File: config.mk
export PLATFORM = sky130hd
export DESIGN_NAME = stream_packer_flat
export DESIGN_NICKNAME = d
export VERILOG_FILES = /design/src/rtl/stream_pkg.sv /design/src/rtl/stream_packer_if.sv /design/src/rtl/stream_packer.sv /design/src/flat_wrapper.sv
export SDC_FILE = /design/constraint.sdc
export NUM_CORES = 1
export LEC_CHECK = 0
export CAP_MARGIN = 0
export CORE_ASPECT_RATIO = 1.1
export CORE_MARGIN = 5
export CORE_UTILIZATION = 40
export CTS_CLUSTER_SIZE = 40
export DETAILED_ROUTE_END_ITERATION = 10
export PLACE_DENSITY = 0.72
export SETUP_SLACK_MARGIN = 0.15
export SLEW_MARGIN = 10
export SYNTH_ARGS = -nofsm -noshare
export SYNTH_HDL_FRONTEND = slang
export SYNTH_SLANG_ARGS = --single-unit
File: constraint.sdc
create_clock -name clock -period 2.2 [get_ports clock]
set_clock_uncertainty 0.05 [all_clocks]
set_input_delay 0.44 -clock clock [delete_from_list [all_inputs] [get_ports clock]]
set_output_delay 0.44 -clock clock [all_outputs]
set_load 0.05 [all_outputs]
File: src/rtl/stream_pkg.sv
// Shared types for the stream packer: FSM state encoding and the keep-mask helper.
package stream_pkg;

    typedef enum logic [0:0] {
        FILL = 1'b0,
        FULL = 1'b1
    } state_t;

    localparam int MAX_PACK_COUNT = 16;

    // Bit k set iff k < count, i.e. the first count slots hold valid words.
    function automatic logic [MAX_PACK_COUNT-1:0] keep_mask(input int unsigned count);
        logic [MAX_PACK_COUNT-1:0] m;
        m = '0;
        for (int k = 0; k < MAX_PACK_COUNT; k++) begin
            m[k] = (k < count);
        end
        return m;
    endfunction

endpackage

File: src/rtl/stream_packer_if.sv
// Bundle of the narrow input stream and the packed output stream around stream_packer.
// The STREAM_PACKER_LAST_EN macro adds in_last, out_keep and out_last.
interface stream_packer_if #(
    parameter int DATA_WIDTH = 16,
    parameter int PACK_WIDTH = 2
);
    localparam int PACK_COUNT = 1 << PACK_WIDTH;

    // Both streams: a transfer happens on a rising edge where valid && ready;
    // valid never depends on ready, and a held beat stays bit-stable until taken.
    logic                             in_valid;
    logic                             in_ready;
    logic [DATA_WIDTH-1:0]            in_data;
    logic                             out_valid;
    logic                             out_ready;
    logic [DATA_WIDTH*PACK_COUNT-1:0] out_data;
    logic [0:0]                       state;
`ifdef STREAM_PACKER_LAST_EN
    logic                             in_last;
    logic                             out_last;
    logic [PACK_COUNT-1:0]            out_keep;

    modport slave (
        input  in_valid, in_data, in_last, out_ready,
        output in_ready, out_valid, out_data, out_keep, out_last, state
    );
    modport master (
        output in_valid, in_data, in_last, out_ready,
        input  in_ready, out_valid, out_data, out_keep, out_last, state
    );
`else
    modport slave (
        input  in_valid, in_data, out_ready,
        output in_ready, out_valid, out_data, state
    );
    modport master (
        output in_valid, in_data, out_ready,
        input  in_ready, out_valid, out_data, state
    );
`endif

endinterface

File: src/rtl/stream_packer.sv
// Packs 2^PACK_WIDTH consecutive DATA_WIDTH-bit words into one wide beat, no bubble between groups.
// Define STREAM_PACKER_LAST_EN to flush partial groups on in_last with out_keep/out_last.
module stream_packer
    import stream_pkg::*;
#(
    parameter int DATA_WIDTH = 16,
    parameter int PACK_WIDTH = 2
) (
    input  logic            clock,
    input  logic            reset,
    stream_packer_if.slave  bus
);
    localparam int PACK_COUNT = 1 << PACK_WIDTH;
    localparam logic [0:0] S_FILL = 1'(FILL);
    localparam logic [0:0] S_FULL = 1'(FULL);
    localparam logic [PACK_WIDTH:0] CNT_FULL = (PACK_WIDTH+1)'(PACK_COUNT);
    localparam logic [PACK_WIDTH:0] CNT_ONE  = (PACK_WIDTH+1)'(1);

    logic [0:0]                       state;
    logic [PACK_WIDTH:0]              fill_count;
    logic [PACK_WIDTH:0]              next_count;
    logic [DATA_WIDTH*PACK_COUNT-1:0] data;
    logic                             accept;
    logic                             last_word;

    assign next_count = fill_count + 1'b1;

`ifdef STREAM_PACKER_LAST_EN
    logic [PACK_COUNT-1:0] keep;
    logic [PACK_COUNT-1:0] next_keep;
    logic                  last;

    assign last_word    = bus.in_last;
    assign next_keep    = (PACK_COUNT)'(keep_mask(32'(next_count)));
    assign bus.out_keep = keep;
    assign bus.out_last = last;
`else
    assign last_word = 1'b0;
`endif

    // In FULL a word can only enter on the cycle the held beat leaves.
    assign bus.in_ready  = !reset && (state == S_FILL || bus.out_ready);
    assign accept        = bus.in_valid && bus.in_ready;
    assign bus.out_valid = (state == S_FULL);
    assign bus.out_data  = data;
    assign bus.state     = state;

    always_ff @(posedge clock or posedge reset) begin
        if (reset) begin
            state      <= S_FILL;
            fill_count <= '0;
            data       <= '0;
`ifdef STREAM_PACKER_LAST_EN
            keep       <= '0;
            last       <= 1'b0;
`endif
        end else if (state == S_FILL) begin
            if (accept) begin
                for (int k = 0; k < PACK_COUNT; k++) begin
                    if (fill_count == (PACK_WIDTH+1)'(k)) begin
                        data[k*DATA_WIDTH +: DATA_WIDTH] <= bus.in_data;
                    end
                end
                fill_count <= next_count;
                if (next_count == CNT_FULL || last_word) begin
                    state <= S_FULL;
                end
`ifdef STREAM_PACKER_LAST_EN
                keep <= next_keep;
                last <= last_word;
`endif
            end
        end else if (bus.out_ready) begin
            if (accept) begin
                // Beat leaves and the new word starts the next group in slot 0.
                data                   <= '0;
                data[DATA_WIDTH-1:0]   <= bus.in_data;
                fill_count             <= CNT_ONE;
                state                  <= (PACK_COUNT == 1 || last_word) ? S_FULL : S_FILL;
`ifdef STREAM_PACKER_LAST_EN
                keep <= (PACK_COUNT)'(1);
                last <= last_word;
`endif
            end else begin
                state      <= S_FILL;
                fill_count <= '0;
                data       <= '0;
`ifdef STREAM_PACKER_LAST_EN
                keep <= '0;
                last <= 1'b0;
`endif
            end
        end
    end

endmodule
File: src/flat_wrapper.sv
// flat-port wrapper written by rule: the top's interface ports become plain ports
module stream_packer_flat import stream_pkg::*;
#(
    parameter int DATA_WIDTH = 16,
    parameter int PACK_WIDTH = 2
)
  (clock, reset, bus_in_valid, bus_in_data, bus_out_ready, bus_in_ready, bus_out_valid, bus_out_data, bus_state);
  stream_packer_if #(.DATA_WIDTH(DATA_WIDTH), .PACK_WIDTH(PACK_WIDTH)) bus_i ();
  input  logic clock;
  input  logic reset;
  input wire logic [$bits(bus_i.in_valid)-1:0] bus_in_valid;
  input wire logic [$bits(bus_i.in_data)-1:0] bus_in_data;
  input wire logic [$bits(bus_i.out_ready)-1:0] bus_out_ready;
  output wire logic [$bits(bus_i.in_ready)-1:0] bus_in_ready;
  output wire logic [$bits(bus_i.out_valid)-1:0] bus_out_valid;
  output wire logic [$bits(bus_i.out_data)-1:0] bus_out_data;
  output wire logic [$bits(bus_i.state)-1:0] bus_state;
  assign bus_i.in_valid = bus_in_valid;
  assign bus_i.in_data = bus_in_data;
  assign bus_i.out_ready = bus_out_ready;
  assign bus_in_ready = bus_i.in_ready;
  assign bus_out_valid = bus_i.out_valid;
  assign bus_out_data = bus_i.out_data;
  assign bus_state = bus_i.state;
  stream_packer #(.DATA_WIDTH(DATA_WIDTH), .PACK_WIDTH(PACK_WIDTH)) u_core (.clock(clock), .reset(reset), .bus(bus_i));
endmodule
==> flow_results.xml <==
<?xml version="1.0" encoding="UTF-8"?>
<metrics>
  <group name="final_layout">
    <metric name="post_route_cells_drive_above_1_share" unit="%">10.0</metric>
    <metric name="num-fill-cells" unit="">627</metric>
    <metric name="final_cell_area" unit="mm²">0.00415</metric>
    <metric name="layout.nets" unit="">401</metric>
    <metric name="area_growth" unit="%">41.3</metric>
    <metric name="num_antenna_cells" unit="">0</metric>
  </group>
  <group name="synthesis">
    <metric name="synth_edf_count" unit="">0</metric>
    <metric name="synth_common_cells" unit="">sky130_fd_sc_hd__dfrtp_1, sky130_fd_sc_hd__nand2_1, sky130_fd_sc_hd__o21ai_0</metric>
    <metric name="synth-warning-count" unit="">0</metric>
    <metric name="synth.avg_cell_area" unit="µm²">10.3</metric>
    <metric name="asr_flop_ratio_synth" unit="%">100</metric>
    <metric name="postSynthNetCount" unit="">312</metric>
    <metric name="post_synth_main_area_contributors" unit="">sky130_fd_sc_hd__dfrtp_1, sky130_fd_sc_hd__o21ai_0, sky130_fd_sc_hd__nand2_1, sky130_fd_sc_hd__nand3_1, sky130_fd_sc_hd__a22o_1</metric>
    <metric name="yosys.area.top_type" unit="">sky130_fd_sc_hd__dfrtp_1</metric>
    <metric name="netlist-cell-type-count" unit="">28</metric>
    <metric name="synth_cells" unit="">286</metric>
    <metric name="share_of_the_synthesized_area_in_the_top_cell_type" unit="%">58.0</metric>
    <metric name="synth-adder-area-share" unit="%">2.56</metric>
    <metric name="synth.yosys.seq_area_share" unit="%">58.0</metric>
    <metric name="total_of_flip_flops_plus_latches_after_synthesis" unit="">68</metric>
    <metric name="synth.cell_area" unit="mm²">0.00294</metric>
    <metric name="synth_top_family_by_area" unit="">compound AO/OA/AOI/OAI gates</metric>
    <metric name="post_synthesis_simple_gate_area_fraction" unit="%">16.2</metric>
    <metric name="yosys.cell_count.top_type" unit="">sky130_fd_sc_hd__dfrtp_1</metric>
    <metric name="synthMuxAreaShare" unit="%">0.682</metric>
    <metric name="postSynth.topFlopCell" unit="">sky130_fd_sc_hd__dfrtp_1</metric>
    <metric name="synth_compound_area_share" unit="%">17.4</metric>
    <metric name="synthXorXnorAreaFrac" unit="%">0</metric>
  </group>
  <group name="routing">
    <metric name="via_count" unit="">2495</metric>
    <metric name="final_antenna_net_count" unit="">0</metric>
    <metric name="firstDrtPassIters" unit="">4</metric>
    <metric name="dr.first_iter.drc_count" unit="">137</metric>
    <metric name="drcViolationCount" unit="">0</metric>
    <metric name="detail_route.wl_per_cell" unit="µm">17.5</metric>
    <metric name="vias_per_cell" unit="">5.38</metric>
    <metric name="detail_route.wirelength" unit="mm">8.10</metric>
  </group>
  <group name="timing">
    <metric name="setup_violations" unit="">0</metric>
    <metric name="period_share" unit="%">91.9</metric>
    <metric name="final_period_minus_worst_setup_slack" unit="ps">2020</metric>
    <metric name="setup_tns" unit="ps">0</metric>
    <metric name="drv_slew" unit="">0</metric>
    <metric name="maximum_operating_frequency" unit="GHz">0.495</metric>
    <metric name="unrepaired_setup_endpoints_after_global_routing" unit="">false</metric>
    <metric name="least_margin_pin_slew" unit="ps">646</metric>
    <metric name="max_slew_margin" unit="%">57.0</metric>
    <metric name="final_hold_viol_count" unit="">0</metric>
  </group>
  <group name="global_routing">
    <metric name="grt_util_all_layers" unit="%">18.3</metric>
    <metric name="grt_pass1_vias" unit="">2438</metric>
    <metric name="grt_first_pass_wirelength" unit="mm">13.1</metric>
    <metric name="gr-total-overflow" unit="">0</metric>
    <metric name="antenna_found_initial" unit="">0</metric>
    <metric name="maximum_number_of_pins_on_one_net_before_global_route_repair" unit="">69</metric>
  </group>
  <group name="worst_setup_path">
    <metric name="crit_fanout" unit="">2</metric>
    <metric name="reg2reg_to" unit="">u_core.bus.out_data[2]</metric>
    <metric name="worst_path_dominant_cell_family" unit="">buffers and inverters</metric>
    <metric name="cp_data_required_time" unit="ps">1710</metric>
    <metric name="rrSetupSlack" unit="ps">270</metric>
    <metric name="cp.buffers_inverters" unit="">1</metric>
    <metric name="cpMaxStageDelayCell" unit="">sky130_fd_sc_hd__clkdlybuf4s50_1</metric>
    <metric name="kind_of_capture_point_of_the_worst_setup_path" unit="">output port</metric>
    <metric name="worst_setup_path_start_kind" unit="">register</metric>
    <metric name="worstRegToRegCells" unit="">5</metric>
    <metric name="path_cells" unit="">clkdlybuf4s50_1</metric>
    <metric name="worstPathArrival" unit="ps">1530</metric>
    <metric name="critical_path_depth" unit="">1</metric>
    <metric name="regToRegStartpoint" unit="">u_core.fill_count[0]</metric>
    <metric name="slowest_delay" unit="ps">810</metric>
    <metric name="worstSetupPathType" unit="">register to output port</metric>
  </group>
  <group name="clock_network">
    <metric name="clock-sinks" unit="">68</metric>
    <metric name="clock-root-buffer" unit="">sky130_fd_sc_hd__clkbuf_8</metric>
    <metric name="clock_tree.buffer_depth" unit="">2</metric>
    <metric name="cts_tree" unit="">done</metric>
    <metric name="worst_skew_pair.late_latency" unit="ps">330</metric>
    <metric name="cts_inserted_buffers" unit="">9</metric>
    <metric name="cts.clk_slew.worst_paths" unit="ps">70</metric>
    <metric name="h_tree_levels" unit="">3</metric>
  </group>
  <group name="worst_hold_path">
    <metric name="hp-class" unit="">register to register</metric>
    <metric name="timing.hold.worst_path_depth" unit="">1</metric>
    <metric name="hold_path_end" unit="">u_core.bus.out_data[5]</metric>
    <metric name="hold_start" unit="">u_core.bus.out_data[5]</metric>
  </group>
  <group name="die">
    <metric name="io_pins" unit="">87</metric>
    <metric name="die_h" unit="µm">99.8</metric>
    <metric name="die_w" unit="µm">91.7</metric>
    <metric name="row_count" unit="">32</metric>
    <metric name="effective_utilization_at_floorplan" unit="%">41.4</metric>
    <metric name="placeable_core_region" unit="mm²">0.00709</metric>
    <metric name="fp.dieArea" unit="mm²">0.00915</metric>
  </group>
  <group name="placed_design">
    <metric name="post_dp_cell_area" unit="mm²">0.00392</metric>
    <metric name="port_buffers" unit="">86</metric>
    <metric name="place_congestion" unit="">0.815</metric>
    <metric name="dp_hpwl" unit="mm">5.63</metric>
  </group>
  <group name="power_and_ir_drop">
    <metric name="p_per_area" unit="mW/mm²">1770</metric>
    <metric name="p_leak" unit="nW">2.14</metric>
    <metric name="finalPower" unit="W">0.00733</metric>
    <metric name="vdd.ir_drop.worst" unit="mV">1.02</metric>
  </group>
  <group name="outcome">
    <metric name="outcome" unit="">finished clean</metric>
  </group>
  <group name="job">
    <metric name="drv_cap" unit="">0</metric>
  </group>
</metrics>
## kinds of logic (layout without fill, tap and decap cells)
| family | after synthesis | in the layout |
|---|---|---|
| adder cells (fa/ha/maj) | 6 | 6 |
| flip-flops | 68 | 68 |
| AO/OA/AOI/OAI | 78 | 78 |
| AND/OR/NAND/NOR | 100 | 100 |
| multiplexers | 2 | 2 |
| buffers and inverters | 32 | 125 |
## stage by stage
step                      hold slack (ps)  utilization (%)  cells  worst slack, ps
final                                 450             58.5    464              179
after global routing                  472             58.5    464              153
after CTS                             460             57.7    464              154
after detailed placement              436             55.3    449             66.0
after global placement                438             55.3    449              147
after floorplan                       475                -    286              131
## state kept, by name (all words and copies together) (netlist names)
signal	count
u_core.fill_count	3
u_core.bus.out_valid	1
u_core.bus.out_data	64
## layer usage
layer,vias up,routed length (µm),share of wire [%],global-route usage [%]
met1,1244,3440,42,23.9
li1,1158,-,-,-
met2,83,4060,50,29.7
met3,10,496,6.1,4.65
met5,-,0,0,0
met4,0,104,1.3,6.26
## placed cells by master (no fill, tap or decap), types with 2 or more instances in the layout
master,netlist,final
sky130_fd_sc_hd__dfrtp_1,68,68
sky130_fd_sc_hd__clkdlybuf4s50_1,0,60
sky130_fd_sc_hd__nand2_1,53,52
sky130_fd_sc_hd__o21ai_0,42,42
sky130_fd_sc_hd__nand3_1,32,32
sky130_fd_sc_hd__dlymetal6s2s_1,0,23
sky130_fd_sc_hd__a22o_1,16,16
sky130_fd_sc_hd__buf_4,1,15
sky130_fd_sc_hd__clkbuf_8,0,11
sky130_fd_sc_hd__inv_1,10,9
sky130_fd_sc_hd__a21o_1,8,8
sky130_fd_sc_hd__a211oi_1,7,7
sky130_fd_sc_hd__ha_1,6,6
sky130_fd_sc_hd__nor2b_1,3,3
sky130_fd_sc_hd__nand2b_1,2,2
sky130_fd_sc_hd__nor2_1,3,2
sky130_fd_sc_hd__and2_1,2,2
sky130_fd_sc_hd__mux2i_1,2,2
sky130_fd_sc_hd__clkbuf_1,14,2
sky130_fd_sc_hd__clkinv_2,0,2
sky130_fd_sc_hd__buf_12,0,2
## report_power, final
group          total, W  internal (W)  leakage, nW  switching [W]
clock network  0.000910      0.000462       0.0893       0.000448
logic           0.00421       0.00138         1.19        0.00283
registers       0.00221       0.00183        0.868       0.000382
## worst max path at each step
stage | endpoint | from | slack [ps]
after CTS | bus_out_data[9] | u_core.bus.out_data[9] | 150
after global routing | bus_out_data[29] | u_core.bus.out_data[29] | 150
after floorplan | bus_in_ready | u_core.bus.out_valid | 130
after global placement | u_core.bus.out_data[0] | reset | 150
final | bus_out_data[10] | u_core.bus.out_data[10] | 180
after detailed placement | u_core.bus.out_data[7] | reset | 70
## layout make-up
class / count / area, µm² / area share, %
clock buffer: 13 / 159 / 3.83
clock inverter: 2 / 10.0 / 0.241
inverter: 10 / 41.3 / 0.996
multi-input combinational: 186 / 1090 / 26.2
sequential: 68 / 1700 / 41.0
tap: 85 / 106 / 2.56
timing repair buffer: 100 / 1040 / 25.1
## timing repair
item / in CTS / in global routing
setup endpoints to repair: 0 / 23
buffers inserted: 0 / 0
hold buffers: 0 / 0
gates resized for setup: 0 / 23
hold endpoints to repair: 0 / 0
No activity file was read; power rests on OpenSTA's default activity.
==> edit (same flow settings) <==
Reset style: synchronous (`reset`), changed in one clocked block.
--- a/src/rtl/stream_packer.sv
+++ b/src/rtl/stream_packer.sv
@@ -45,7 +45,7 @@
     assign bus.out_data  = data;
     assign bus.state     = state;
 
-    always_ff @(posedge clock or posedge reset) begin
+    always_ff @(posedge clock) begin
         if (reset) begin
             state      <= S_FILL;
             fill_count <= '0;
Function: differs if reset is asserted again (counterexample within 4 cycles, from zero or initial values and one cycle with reset high); with reset held inactive, the same outputs for 10 cycles.
==> edit against the original RTL <==
Wire length shrank 9.7%. Highest routed layer unchanged. Area after synthesis down 8.2%. Final area down 8.6%. Sequential cell count stayed put. Setup slack better by 9.4 ps.
Power is not compared: it rests on default switching activity, and its combinational part moved more than twofold at a synthesized area within 25%.
==> edit: results (changes against the original RTL) <==
min_path:
  min_from: "u_core.bus.out_data[54]"  # was u_core.bus.out_data[5]
synthesis:
  synth.area.top_cells: "dfxtp_1, a22o_1, a31o_1, a2111oi_1, a21oi_1"  # was dfrtp_1, o21ai_0, nand2_1, nand3_1, a22o_1
  ys_types: 31  # was 28
  synth_compound_area_share_pct: 27.86  # was 17.39%
  synth_common_cells: "dfxtp_1, a22o_1, a21oi_1, inv_1, nand2_1"  # was dfrtp_1, nand2_1, o21ai_0
  synth_fa_ha_area_share_pct: 2.786  # was 2.558%
  syn_inst: 256  # was 286
  muxShareOfSynthArea_pct: 0.3714  # was 0.6820%
  syn-num-nets: 282  # was 312
drt:
  dr.first_iter.drc_count: 89  # was 137
  wire_per_inst_microns: 17.08  # was 17.45 microns
timing:
  finalCriticalPeriod_ps: 2012  # was 2021 ps
placed_design:
  dp.cells: 412  # was 449
  placement.cell_area_sq_mm: 0.003600  # was 0.003920 sq mm
  gp_congestion: 0.8226  # was 0.8147
  hpwl_microns: 5285  # was 5632 microns
  dp_slack_ps: -39.44  # was 65.95 ps
final_layout:
  instances_no_fill: 428  # was 464
  finalNetCount: 367  # was 401
  fill_cells: 591  # was 627
  drive_gt1_share_pct: 10.98  # was 10.03%
critical_path:
  r2r_start: "u_core.bus.out_valid"  # was u_core.fill_count[0]
global_route:
  grt_pass1_wl_microns: 11610  # was 13100 microns
  grt_pass1_vias: 2282  # was 2438
run_status:
  outcome: "completed"  # unchanged
[edit: changes by cell type after synthesis, sizes merged, moves of 11 or more]
cell	change
dfrtp	-68
dfxtp	+68
o21ai	-43
nand2	-34
a21oi	+18
a2111oi	+17
a31o	+17
a22o	+16
nand3	-16
buf	+13
clkbuf	-11
[edit: final timing paths]
path	endpoint	cells after the start
setup / recovery	bus_in_ready	4
hold / removal	u_core.bus.out_data[54]	2
setup reg to reg	u_core.bus.out_data[20]	4
hold reg to reg	u_core.bus.out_data[54]	2
[edit: final cells by class]
cell class | count | area [sq um] | share of cell area (%)
flip-flops and latches | 68 | 1363 | 35.94
multi-input cells | 144 | 1092 | 28.81
repair buffers | 98 | 978.4 | 25.81
clock buffers | 13 | 158.9 | 4.191
well taps | 82 | 102.6 | 2.706
inverters | 20 | 75.07 | 1.980
clock inverters | 3 | 21.27 | 0.5611
[edit: worst max-delay path, stage by stage]
cell             delay, ps
clkdlybuf4s50_1        500
nand2b_1               220
and2_1                 170
buf_4                  180
[edit: logic make-up after synthesis]
kind of cell             count (synthesis)
AND/OR/NAND/NOR                         48
flip-flops                              68
adder cells (fa/ha/maj)                  6
buffers and inverters                   44
multiplexers                             1
AO/OA/AOI/OAI                           89
[edit: stage by stage]
step	power (mW)	hold WS, ps
after CTS	2.647	418.1
final	2.616	417.0
after global placement	1.716	405.7
after floorplan	1.560	480.6
after global routing	2.722	436.5
after detailed placement	1.721	406.8
[edit: per-layer routing]
metal	global-route usage, %	routed length (microns)	vias up
met1	22.81	3277	1055
met5	0	0	-
met3	3.510	418	15
met2	29.74	3476	74
li1	-	-	1107
met4	6.801	137	0
[edit: power groups by stage]
| stage | Sequential (mW) | Clock, mW | Combinational, mW |
|---|---|---|---|
| 6_report | 1.29 | 0.924 | 0.398 |
| 5_1_grt | 1.30 | 1.00 | 0.421 |
| 4_1_cts | 1.29 | 0.952 | 0.403 |
| 3_5_place_dp | 1.32 | 0 | 0.401 |
| 3_3_place_gp | 1.32 | 0 | 0.396 |
| 2_1_floorplan | 1.43 | 0 | 0.126 |
